### config.mk
export PLATFORM = sky130hd
export DESIGN_NAME = cache_refill_ctrl_flat
export DESIGN_NICKNAME = d
export VERILOG_FILES = /design/src/rtl/cache_refill_ctrl_if.sv /design/src/rtl/cache_refill_ctrl.sv /design/src/flat_wrapper.sv
export SDC_FILE = /design/constraint.sdc
export NUM_CORES = 1
export LEC_CHECK = 0
export CORE_ASPECT_RATIO = 0.6
export CORE_MARGIN = 5
export CORE_UTILIZATION = 50
export CTS_BUF_LIST = sky130_fd_sc_hd__clkbuf_8
export DETAILED_ROUTE_END_ITERATION = 10
export PLACE_DENSITY_LB_ADDON = 0.2
export SYNTH_ARGS = -nofsm -noshare
export SYNTH_HDL_FRONTEND = slang
export SYNTH_SLANG_ARGS = --single-unit
### constraint.sdc
create_clock -name clk -period 4.9 [get_ports clk]
set_input_delay 0.98 -clock clk [delete_from_list [all_inputs] [get_ports clk]]
set_output_delay 0.98 -clock clk [all_outputs]
set_load 0.05 [all_outputs]
### src/rtl/cache_refill_ctrl_if.sv
// Refill-controller bundle: miss request, PLRU hit feed, memory read burst,
// data-RAM write stream and tag-RAM fill pulse.
// Latency: n/a (wires only). Backpressure: memory side via mem_ack, miss side via miss_ready.
// Modports: slave = the refill controller, master = the cache/memory side driving it.
interface cache_refill_ctrl_if #(
  parameter int ADDR_WIDTH  = 8,
  parameter int INDEX_WIDTH = 4,
  parameter int BEATS       = 4,
  parameter int DATA_WIDTH  = 32
) ();
  localparam int BEAT_W = $clog2(BEATS);

  // miss request
  logic                   miss_req;
  logic [ADDR_WIDTH-1:0]  miss_addr;
  logic                   miss_ready;
  // lookup hit feed for replacement state
  logic                   access_valid;
  logic [INDEX_WIDTH-1:0] access_index;
  logic [3:0]             hit_en;
  // main-memory burst read
  logic                   mem_req;
  logic [ADDR_WIDTH-1:0]  mem_addr;
  logic [BEAT_W-1:0]      mem_beat;
  logic                   mem_ack;
  logic [DATA_WIDTH-1:0]  mem_rdata;
  // data-RAM write stream
  logic                   refill_we;
  logic [1:0]             refill_way;
  logic [INDEX_WIDTH-1:0] refill_index;
  logic [BEAT_W-1:0]      refill_beat;
  logic [DATA_WIDTH-1:0]  refill_wdata;
  // tag-RAM fill
  logic                   read_main_memory_en;
  logic [ADDR_WIDTH-1:0]  addr_to_main_memory;
  logic [2:0]             replaced_way;
  logic                   refill_done;

  modport slave (
    input  miss_req, miss_addr, access_valid, access_index, hit_en, mem_ack, mem_rdata,
    output miss_ready, mem_req, mem_addr, mem_beat, refill_we, refill_way, refill_index,
           refill_beat, refill_wdata, read_main_memory_en, addr_to_main_memory,
           replaced_way, refill_done
  );

  modport master (
    output miss_req, miss_addr, access_valid, access_index, hit_en, mem_ack, mem_rdata,
    input  miss_ready, mem_req, mem_addr, mem_beat, refill_we, refill_way, refill_index,
           refill_beat, refill_wdata, read_main_memory_en, addr_to_main_memory,
           replaced_way, refill_done
  );
endinterface

### src/rtl/cache_refill_ctrl.sv
// Miss handler for a 4-way set-associative cache: victim select, burst refill, tag fill pulse.
// Latency: acceptance + one cycle per acked beat + one COMMIT cycle (6 cycles with no stalls).
// Backpressure: holds FETCH while mem_ack is low; miss_ready only high in IDLE.
// Ports: clk, rst (async, active-high); bus (slave modport) carries miss request,
//        PLRU hit feed, memory burst, data-RAM write stream and tag-RAM fill outputs.
module cache_refill_ctrl #(
  parameter int ADDR_WIDTH  = 8,
  parameter int INDEX_WIDTH = 4,
  parameter int WAY_NUM     = 4,
  parameter int BEATS       = 4,
  parameter int DATA_WIDTH  = 32
) (
  input  logic                clk,
  input  logic                rst,
  cache_refill_ctrl_if.slave  bus
);
  localparam int LINE_NUM = 1 << INDEX_WIDTH;
  localparam int BEAT_W   = $clog2(BEATS);

  typedef enum logic [1:0] {S_IDLE, S_FETCH, S_COMMIT} state_t;

  state_t                 r_state;
  state_t                 w_state_nxt;
  logic [ADDR_WIDTH-1:0]  r_addr;
  logic [1:0]             r_victim;
  logic [BEAT_W-1:0]      r_beat;
  logic [ADDR_WIDTH-1:0]  r_fill_addr;
  logic [1:0]             r_fill_way;
  // Per-set mirrors; plru bit0 = b0 (pair select), bit1 = b1 (ways 0/1), bit2 = b2 (ways 2/3).
  logic [WAY_NUM-1:0]     r_valid [LINE_NUM];
  logic [2:0]             r_plru  [LINE_NUM];

  logic                   w_accept;
  logic                   w_fetch_ack;
  logic                   w_commit;
  logic [INDEX_WIDTH-1:0] w_miss_set;
  logic [INDEX_WIDTH-1:0] w_commit_set;
  logic [1:0]             w_victim;
  logic                   w_hit_any;
  logic [1:0]             w_hit_way;

  function automatic logic [1:0] plru_victim(input logic [2:0] p);
    logic [1:0] v;
    if (!p[0]) v = p[1] ? 2'd1 : 2'd0;
    else       v = p[2] ? 2'd3 : 2'd2;
    return v;
  endfunction

  // Point the tree away from the touched way.
  function automatic logic [2:0] plru_touch(input logic [2:0] p, input logic [1:0] w);
    logic [2:0] n;
    n = p;
    case (w)
      2'd0:    begin n[0] = 1'b1; n[1] = 1'b1; end
      2'd1:    begin n[0] = 1'b1; n[1] = 1'b0; end
      2'd2:    begin n[0] = 1'b0; n[2] = 1'b1; end
      default: begin n[0] = 1'b0; n[2] = 1'b0; end
    endcase
    return n;
  endfunction

  assign w_miss_set   = bus.miss_addr[ADDR_WIDTH-1 -: INDEX_WIDTH];
  assign w_commit_set = r_addr[ADDR_WIDTH-1 -: INDEX_WIDTH];

  // Lowest-numbered invalid way wins; PLRU only decides when the set is full.
  always_comb begin
    w_victim = plru_victim(r_plru[w_miss_set]);
    for (int w = WAY_NUM - 1; w >= 0; w--) begin
      if (!r_valid[w_miss_set][w]) w_victim = 2'(w);
    end
  end

  // Lowest set bit of the hit vector is the way touched.
  always_comb begin
    w_hit_way = 2'd0;
    for (int w = WAY_NUM - 1; w >= 0; w--) begin
      if (bus.hit_en[w]) w_hit_way = 2'(w);
    end
  end
  assign w_hit_any = bus.access_valid && (|bus.hit_en);

  always_ff @(posedge clk or posedge rst) begin
    if (rst) r_state <= S_IDLE;
    else     r_state <= w_state_nxt;
  end

  always_comb begin
    w_state_nxt = r_state;
    w_accept    = 1'b0;
    w_fetch_ack = 1'b0;
    w_commit    = 1'b0;
    case (r_state)
      S_IDLE: begin
        if (bus.miss_req) begin
          w_accept    = 1'b1;
          w_state_nxt = S_FETCH;
        end
      end
      S_FETCH: begin
        if (bus.mem_ack) begin
          w_fetch_ack = 1'b1;
          if (r_beat == BEAT_W'(BEATS - 1)) w_state_nxt = S_COMMIT;
        end
      end
      S_COMMIT: begin
        w_commit    = 1'b1;
        w_state_nxt = S_IDLE;
      end
      default: w_state_nxt = S_IDLE;
    endcase
  end

  always_ff @(posedge clk or posedge rst) begin
    if (rst) begin
      r_addr      <= '0;
      r_victim    <= '0;
      r_beat      <= '0;
      r_fill_addr <= '0;
      r_fill_way  <= '0;
    end else begin
      if (w_accept) begin
        r_addr   <= bus.miss_addr;
        r_victim <= w_victim;
        r_beat   <= '0;
      end
      if (w_fetch_ack) r_beat <= r_beat + 1'b1;
      if (w_commit) begin
        r_fill_addr <= r_addr;
        r_fill_way  <= r_victim;
      end
    end
  end

  // A hit to the set being committed is dropped so the refill touch stands alone.
  always_ff @(posedge clk or posedge rst) begin
    if (rst) begin
      for (int s = 0; s < LINE_NUM; s++) begin
        r_valid[s] <= '0;
        r_plru[s]  <= '0;
      end
    end else begin
      if (w_hit_any && !(w_commit && (bus.access_index == w_commit_set)))
        r_plru[bus.access_index] <= plru_touch(r_plru[bus.access_index], w_hit_way);
      if (w_commit) begin
        r_valid[w_commit_set][r_victim] <= 1'b1;
        r_plru[w_commit_set]            <= plru_touch(r_plru[w_commit_set], r_victim);
      end
    end
  end

  assign bus.miss_ready   = (r_state == S_IDLE);
  assign bus.mem_req      = (r_state == S_FETCH);
  assign bus.mem_addr     = r_addr;
  assign bus.mem_beat     = r_beat;
  assign bus.refill_we    = w_fetch_ack;
  assign bus.refill_way   = r_victim;
  assign bus.refill_index = w_commit_set;
  assign bus.refill_beat  = r_beat;
  assign bus.refill_wdata = w_fetch_ack ? bus.mem_rdata : '0;

  // Fill outputs show the current line during COMMIT and keep it until the next one.
  assign bus.read_main_memory_en = w_commit;
  assign bus.refill_done         = w_commit;
  assign bus.addr_to_main_memory = w_commit ? r_addr : r_fill_addr;
  assign bus.replaced_way        = {1'b0, (w_commit ? r_victim : r_fill_way)};
endmodule
### src/flat_wrapper.sv
// flat-port wrapper written by rule: the top's interface ports become plain ports
module cache_refill_ctrl_flat 
#(
  parameter int ADDR_WIDTH  = 8,
  parameter int INDEX_WIDTH = 4,
  parameter int WAY_NUM     = 4,
  parameter int BEATS       = 4,
  parameter int DATA_WIDTH  = 32
)
  (clk, rst, bus_miss_req, bus_miss_addr, bus_access_valid, bus_access_index, bus_hit_en, bus_mem_ack, bus_mem_rdata, bus_miss_ready, bus_mem_req, bus_mem_addr, bus_mem_beat, bus_refill_we, bus_refill_way, bus_refill_index, bus_refill_beat, bus_refill_wdata, bus_read_main_memory_en, bus_addr_to_main_memory, bus_replaced_way, bus_refill_done);
  cache_refill_ctrl_if #(.ADDR_WIDTH(ADDR_WIDTH), .INDEX_WIDTH(INDEX_WIDTH), .BEATS(BEATS), .DATA_WIDTH(DATA_WIDTH)) bus_i ();
  input  logic clk;
  input  logic rst;
  input wire logic [$bits(bus_i.miss_req)-1:0] bus_miss_req;
  input wire logic [$bits(bus_i.miss_addr)-1:0] bus_miss_addr;
  input wire logic [$bits(bus_i.access_valid)-1:0] bus_access_valid;
  input wire logic [$bits(bus_i.access_index)-1:0] bus_access_index;
  input wire logic [$bits(bus_i.hit_en)-1:0] bus_hit_en;
  input wire logic [$bits(bus_i.mem_ack)-1:0] bus_mem_ack;
  input wire logic [$bits(bus_i.mem_rdata)-1:0] bus_mem_rdata;
  output wire logic [$bits(bus_i.miss_ready)-1:0] bus_miss_ready;
  output wire logic [$bits(bus_i.mem_req)-1:0] bus_mem_req;
  output wire logic [$bits(bus_i.mem_addr)-1:0] bus_mem_addr;
  output wire logic [$bits(bus_i.mem_beat)-1:0] bus_mem_beat;
  output wire logic [$bits(bus_i.refill_we)-1:0] bus_refill_we;
  output wire logic [$bits(bus_i.refill_way)-1:0] bus_refill_way;
  output wire logic [$bits(bus_i.refill_index)-1:0] bus_refill_index;
  output wire logic [$bits(bus_i.refill_beat)-1:0] bus_refill_beat;
  output wire logic [$bits(bus_i.refill_wdata)-1:0] bus_refill_wdata;
  output wire logic [$bits(bus_i.read_main_memory_en)-1:0] bus_read_main_memory_en;
  output wire logic [$bits(bus_i.addr_to_main_memory)-1:0] bus_addr_to_main_memory;
  output wire logic [$bits(bus_i.replaced_way)-1:0] bus_replaced_way;
  output wire logic [$bits(bus_i.refill_done)-1:0] bus_refill_done;
  assign bus_i.miss_req = bus_miss_req;
  assign bus_i.miss_addr = bus_miss_addr;
  assign bus_i.access_valid = bus_access_valid;
  assign bus_i.access_index = bus_access_index;
  assign bus_i.hit_en = bus_hit_en;
  assign bus_i.mem_ack = bus_mem_ack;
  assign bus_i.mem_rdata = bus_mem_rdata;
  assign bus_miss_ready = bus_i.miss_ready;
  assign bus_mem_req = bus_i.mem_req;
  assign bus_mem_addr = bus_i.mem_addr;
  assign bus_mem_beat = bus_i.mem_beat;
  assign bus_refill_we = bus_i.refill_we;
  assign bus_refill_way = bus_i.refill_way;
  assign bus_refill_index = bus_i.refill_index;
  assign bus_refill_beat = bus_i.refill_beat;
  assign bus_refill_wdata = bus_i.refill_wdata;
  assign bus_read_main_memory_en = bus_i.read_main_memory_en;
  assign bus_addr_to_main_memory = bus_i.addr_to_main_memory;
  assign bus_replaced_way = bus_i.replaced_way;
  assign bus_refill_done = bus_i.refill_done;
  cache_refill_ctrl #(.ADDR_WIDTH(ADDR_WIDTH), .INDEX_WIDTH(INDEX_WIDTH), .WAY_NUM(WAY_NUM), .BEATS(BEATS), .DATA_WIDTH(DATA_WIDTH)) u_core (.clk(clk), .rst(rst), .bus(bus_i));
endmodule
# [Word-level counts from Yosys, hierarchy flattened]
# Cells that the tools add are included.
[classes] addsub=1 n_eq_ne=11 reduce_logical=15 bitwise=4 magnitude_cmp=7 n_mux=61
[op_table] op="bitwise mux 48 bit" n=2
[op_table] op="two-way mux 48 bit" n=2
[op_table] op="OR 64 bit" n=1
[op_table] op="binary-select mux 3 bit (select 4 bit)" n=3
[op_table] op="two-way mux 32 bit" n=1
[op_table] op="two-way mux 2 bit" n=15
[op_table] op="demux 3 bit (select 4 bit)" n=2
[op_table] op="two-way mux 3 bit" n=8
[op_table] op="binary-select mux 4 bit (select 4 bit)" n=1
[op_table] op="demux 4 bit (select 4 bit)" n=1
[op_table] op="two-way mux 1 bit" n=16
[op_table] op="greater-or-equal comparator 5 bit (second input constant)" n=3
[op_table] op="NOT 4 -> 5 bit" n=3
[op_table] op="two-way mux 4 bit" n=3
[op_table] op="< comparator 5 x 1 -> 1 bit (second input constant)" n=2
[op_table] op="equality test 2 bit (second input constant)" n=4
[op_table] op="two-way mux 8 bit" n=1
[op_table] op="one-hot mux 1 bit (2 select lines)" n=4
[op_table] op="equality test 2 x 1 -> 1 bit (second input constant)" n=3
[op_table] op="logical AND 1 bit" n=6
[op_table] op="zero test 2 bit" n=3
[op_table] op="equality test 4 bit" n=1
[op_table] op="!= test 2 bit (second input constant)" n=2
[op_table] op="one-hot mux 2 bit (2 select lines)" n=1
[op_table] op="other kinds (10)" n=11
[word_totals] output_inout_bits=66 inputBits=53 word_cells=137 ff_bits=136

# [Longest topological paths before layout]
[depth] word_depth=12 depth_mapped=8 depth_no_buf=6

# [Worst setup path before layout]
# No wires, ideal clock.
[synth_path] path_kind="flip-flop to output port" start="register u_core.r_victim[1], in the netlist u_core.bus.refill_way[1]" end="output port bus_replaced_way[1]" arrival_time_ns=1.995 slack_ns=1.925 stages_incl_launch_ff=6 t_required_ns=3.920 n_path_buf=3 cell_sequence="dfrtp_1 -> clkbuf_1 -> clkbuf_1 -> buf_1 -> nand2_1 -> nand2_1"
[synth_via] elab_chain_cells=1
[synth_lines] item="start, declared" line_no="cache_refill_ctrl.sv:25" source="logic [1:0] r_victim;"
[synth_lines] item="start signal, assigned" line_no="cache_refill_ctrl.sv:123" source="r_victim <= w_victim;"
[synth_lines] item="two-way mux 2 bit" line_no="cache_refill_ctrl.sv:165" source="assign bus.replaced_way = {1'b0, (w_commit ? r_victim : r_fill_way)};"
[synth_lines] item="end, declared" line_no="flat_wrapper.sv:32" source="output wire logic [$bits(bus_i.replaced_way)-1:0] bus_replaced_way;"
# Every way passes these cells.

# [Worst setup path in the final report]
[layout_path] start="input port bus_mem_ack" end="output port bus_refill_we"
[layout_via] elab_chain_cells=2
[layout_lines] item="start, declared" line_no="flat_wrapper.sv:19" source="input wire logic [$bits(bus_i.mem_ack)-1:0] bus_mem_ack;"
[layout_lines] item="two-way mux 1 bit" line_no="cache_refill_ctrl.sv:100" source="if (bus.mem_ack) begin"
[layout_lines] item="two-way mux 1 bit" line_no="cache_refill_ctrl.sv:92" source="case (r_state)"
[layout_lines] item="end, declared" line_no="flat_wrapper.sv:25" source="output wire logic [$bits(bus_i.refill_we)-1:0] bus_refill_we;"
# Every way passes these cells.

==> implementation parameters <==
Parameter                              Value

Detailed routing
  Post-route DRC violation count    0
  Routed vias    between 5000 and 6000
  Drt via density    about 6.2
  Initial DRC Count    568
  Remaining number of nets flagged by the antenna check after routing    0
  DRT Pass-1 Iters    7
  Routed WL    ~22 mm
  Routed wire length per instance    23.1 um

Power and ir drop
  Net Sw Frac    0.451
  PD cells    about 510 mW/mm2
  Tot Pwr    about 4.6 mW
  Static Leak    a little over 4 nW
  Clk pwr share    0.190
  Worst IR Drop VDD    between 0.2 and 0.3 mV
  Cell Int Power    approximately 2.5 mW
  Psw    roughly 2.1 mW
  Part of the total power dissipated in sequential elements    0.374
  Combinational fraction of design power    0.436

Floorplan
  Overall die height    ~100 um
  Core area    about 0.015 mm2
  Initial core utilization    0.513
  Number of placed I/O pins    between 100 and 150
  Cell row count    34
  Die Wd    between 150 and 200 um
  Die area    ~0.018 mm2

Cells and area
  Final #Nets    800
  Number of filler instances in the final layout    around 1200
  Share of layout cells above drive strength 1    0.157
  Area of all placed cells without fillers    slightly above 0.009 mm2
  Number of antenna repair diodes    0
  Sequential cell area    roughly 0.0034 mm2
  Multi-input gate area    approximately 0.0037 mm2
  Syn-to-layout area delta    21.7%

Timing
  Fin crit share    0.846
  Worst slew slack as a fraction of its limit    0.157
  Shortest period the worst path allows    just over 4 ns
  Accumulated negative setup slack    0 ns
  Max-slew violation count    0
  Final Hold Fails    0
  Unrepaired setup endpoints after global routing    no
  Top achievable clock speed    241 MHz
  Layout Skew    about 0.016 ns
  Final setup vio count    0
  Final setup slack of the worst path    roughly 0.75 ns
  Transition at the pin with the smallest max-transition slack    1.25 ns

Synthesis
  Synthesis Warnings    0
  Top cells by area, synth    sky130_fd_sc_hd__dfrtp_1 (46%), sky130_fd_sc_hd__mux4_2 (12%), sky130_fd_sc_hd__mux2i_1 (8.7%)
  Share of synthesized flip-flops with an asynchronous set or reset    1.00
  Sequential cell area fraction in the yosys report    0.456
  Cell area after technology mapping    ~0.0075 mm2
  Post-Synthesis Cells    650
  Number of enable flip-flop cells after synthesis    0
  Yosys top cell by area    sky130_fd_sc_hd__dfrtp_1
  Area fraction of the dominant cell type after synthesis    0.456
  Distinct cell type count of the synthesized netlist    46
  Synth Net Count    a little over 700
  Mean instance size in the synthesized netlist    11.5 um2
  Total of flip-flops plus latches after synthesis    approximately 140
  Predominant post-synthesis flop cell    sky130_fd_sc_hd__dfrtp_1

Clock tree
  Number of cells upsized or downsized after cts    0
  CTS tree    done
  Clock latency on the worst-skew pair    ~0.45 ns
  Clock tree sinks    136
  Level count of the clock H-tree    4
  Root buffer cell    sky130_fd_sc_hd__clkbuf_8
  Post-CTS setup buffer count    0
  Number of buffers added to fix hold violations after cts    0
  Clock edge transition at the registers on the reported setup and hold paths    around 0.080 ns
  Worst-case clock buffer depth    2
  Num CTS Buffers    17

Setup path
  Worst setup path startpoint    bus_mem_ack
  Worst path arrival time    ~3.2 ns
  Cell mode on critical path    sky130_fd_sc_hd__clkdlybuf4s50_1
  Type of destination of the critical path    primary output
  Longest individual stage delay on the worst path    around 1.0 ns
  Worst setup path category    input port to primary output
  Setup crit start kind    input port
  Critical path cell sequence    clkdlybuf4s50_1, nand2_1, inv_1, clkdlybuf4s50_1
  Critical path required time    between 3 and 4 ns
  Startpoint of the most critical register-to-register path    u_core.bus.mem_addr[6]
  Worst-path maximum fanout    35
  Highest-delay cell along the critical path    sky130_fd_sc_hd__clkdlybuf4s50_1

Place
  Standard cell area after detailed placement    approximately 0.0087 mm2
  Global placement routability congestion    between 1 and 1.5
  Detail Placement HPWL    16.2 mm
  Worst slack at placement    around 0.81 ns
  Count of buffers inserted at the top-level ports    117

Worst hold path
  Startpoint of the lowest-slack hold path    u_core.r_valid[54]
  Worst Hold Class    flop to flop

Global routing
  Initial antenna violation count    0
  Total track usage    0.254
  GRT Residual Overflow    0
  Pin count of the biggest net entering global routing    between 70 and 80
  Via count of the first global-routing pass    just under 6000
  Global-route wire length before repair    ~35 mm

Status
  Run status    completed

Job
  Max-cap violations    0
==> routing by layer <==
layer | global-route usage | vias up | share of wire
li1 | - | 2581 | -
met1 | 0.383 | 2993 | 0.45
met2 | 0.350 | 310 | 0.42
met3 | 0.101 | 25 | 0.12
met4 | 0.0498 | 0 | 0.0098
met5 | 0 | - | 0
==> power by group through the flow <==
stage | logic [mW] | registers (mW) | clock network, mW
after global placement | 1.98 | 1.71 | 0
after CTS | 2.02 | 1.70 | 0.891
after floorplan | 1.37 | 1.69 | 0
final | 2.02 | 1.73 | 0.881
after detailed placement | 2.01 | 1.72 | 0
after global routing | 2.13 | 1.76 | 0.937
==> layout make-up <==
cell class | instances | share of cell area
Sequential cell | 136 | 0.375
Inverter | 8 | 0.00358
Timing Repair Buffer | 132 | 0.142
Tap cell | 198 | 0.0273
Clock inverter | 15 | 0.0146
Multi-Input combinational cell | 451 | 0.412
Clock buffer | 17 | 0.0258
==> layout by cell type, fill, tap and decap left out, types with 20 or more instances in the layout <==
cell type / n
sky130_fd_sc_hd__a21o_1: 37
sky130_fd_sc_hd__and3_1: 34
sky130_fd_sc_hd__clkdlybuf4s50_1: 116
sky130_fd_sc_hd__dfrtp_1: 136
sky130_fd_sc_hd__mux2i_1: 65
sky130_fd_sc_hd__mux4_2: 40
sky130_fd_sc_hd__nand2_1: 89
sky130_fd_sc_hd__nor2_1: 20
sky130_fd_sc_hd__o21ai_1: 26
==> cell usage after synthesis (2+ instances only) <==
cell type	instances
sky130_fd_sc_hd__buf_1	3
sky130_fd_sc_hd__nand2b_1	7
sky130_fd_sc_hd__and3_1	34
sky130_fd_sc_hd__nand2_1	89
sky130_fd_sc_hd__a21o_1	37
sky130_fd_sc_hd__clkbuf_1	27
sky130_fd_sc_hd__buf_6	3
sky130_fd_sc_hd__nand3b_1	2
sky130_fd_sc_hd__a31o_2	10
sky130_fd_sc_hd__o41ai_1	4
sky130_fd_sc_hd__xor2_1	3
sky130_fd_sc_hd__or3_1	2
sky130_fd_sc_hd__a22oi_1	8
sky130_fd_sc_hd__a22o_1	2
sky130_fd_sc_hd__dfrtp_1	136
sky130_fd_sc_hd__buf_4	12
sky130_fd_sc_hd__nand3_1	9
sky130_fd_sc_hd__a221oi_1	2
sky130_fd_sc_hd__o21ai_1	26
sky130_fd_sc_hd__mux2i_1	65
sky130_fd_sc_hd__buf_2	10
sky130_fd_sc_hd__or2_2	5
sky130_fd_sc_hd__nor4_1	7
sky130_fd_sc_hd__nor3_1	13
sky130_fd_sc_hd__o21ai_0	8
sky130_fd_sc_hd__inv_1	7
sky130_fd_sc_hd__and2_1	2
sky130_fd_sc_hd__mux4_2	40
sky130_fd_sc_hd__mux2_2	8
sky130_fd_sc_hd__o21bai_1	17
sky130_fd_sc_hd__mux4_1	8
sky130_fd_sc_hd__nor2_1	20
sky130_fd_sc_hd__nor2b_1	9
sky130_fd_sc_hd__o21ai_2	2
sky130_fd_sc_hd__nor3b_1	2
==> state kept, by name, indices dropped and copies added, names as in the netlist <==
name	count
u_core.bus.mem_addr	8
u_core.bus.mem_beat	2
u_core.bus.refill_way	2
u_core.r_fill_addr	8
u_core.r_fill_way	2
u_core.r_plru	48
u_core.r_state	2
u_core.r_valid	64
==> final timing paths <==
check,endpoint,slack (ns),depth (start not counted)
setup / recovery,bus_refill_we,0.75,4
hold reg to reg,u_core.r_valid[54],0.46,1
min in group asynchronous,u_core.r_plru[1],1.07,2
hold / removal,u_core.r_valid[54],0.46,1
setup reg to reg,u_core.r_plru[29],2.08,6
max in group asynchronous,u_core.r_valid[54],2.95,3
==> worst max-delay path: cells and delay by family <==
family	cells	cell delay, ns
buffers and inverters	3	1.97
and+or+nand+nor	1	0.22
==> kinds of logic (layout without fill, tap and decap cells) <==
family,after synthesis,in the layout,share of synthesized area
flops,136,136,0.456
fa+ha+maj,1,1,0.00168
mux,121,121,0.248
simple gates,206,206,0.135
xor+xnor,3,3,0.00352
compound gates,119,119,0.113
buf+inv,63,172,0.0424
other cells,1,1,0.000502
==> through the flow <==
stage | utilization | std cells | hold slack (ns)
floorplan | - | 650 | 0.423
global placement | 0.599 | 925 | 0.433
detailed placement | 0.599 | 925 | 0.439
CTS | 0.625 | 957 | 0.459
global route | 0.625 | 957 | 0.474
finish | 0.625 | 957 | 0.456
Power figures use the tool's default switching activity.
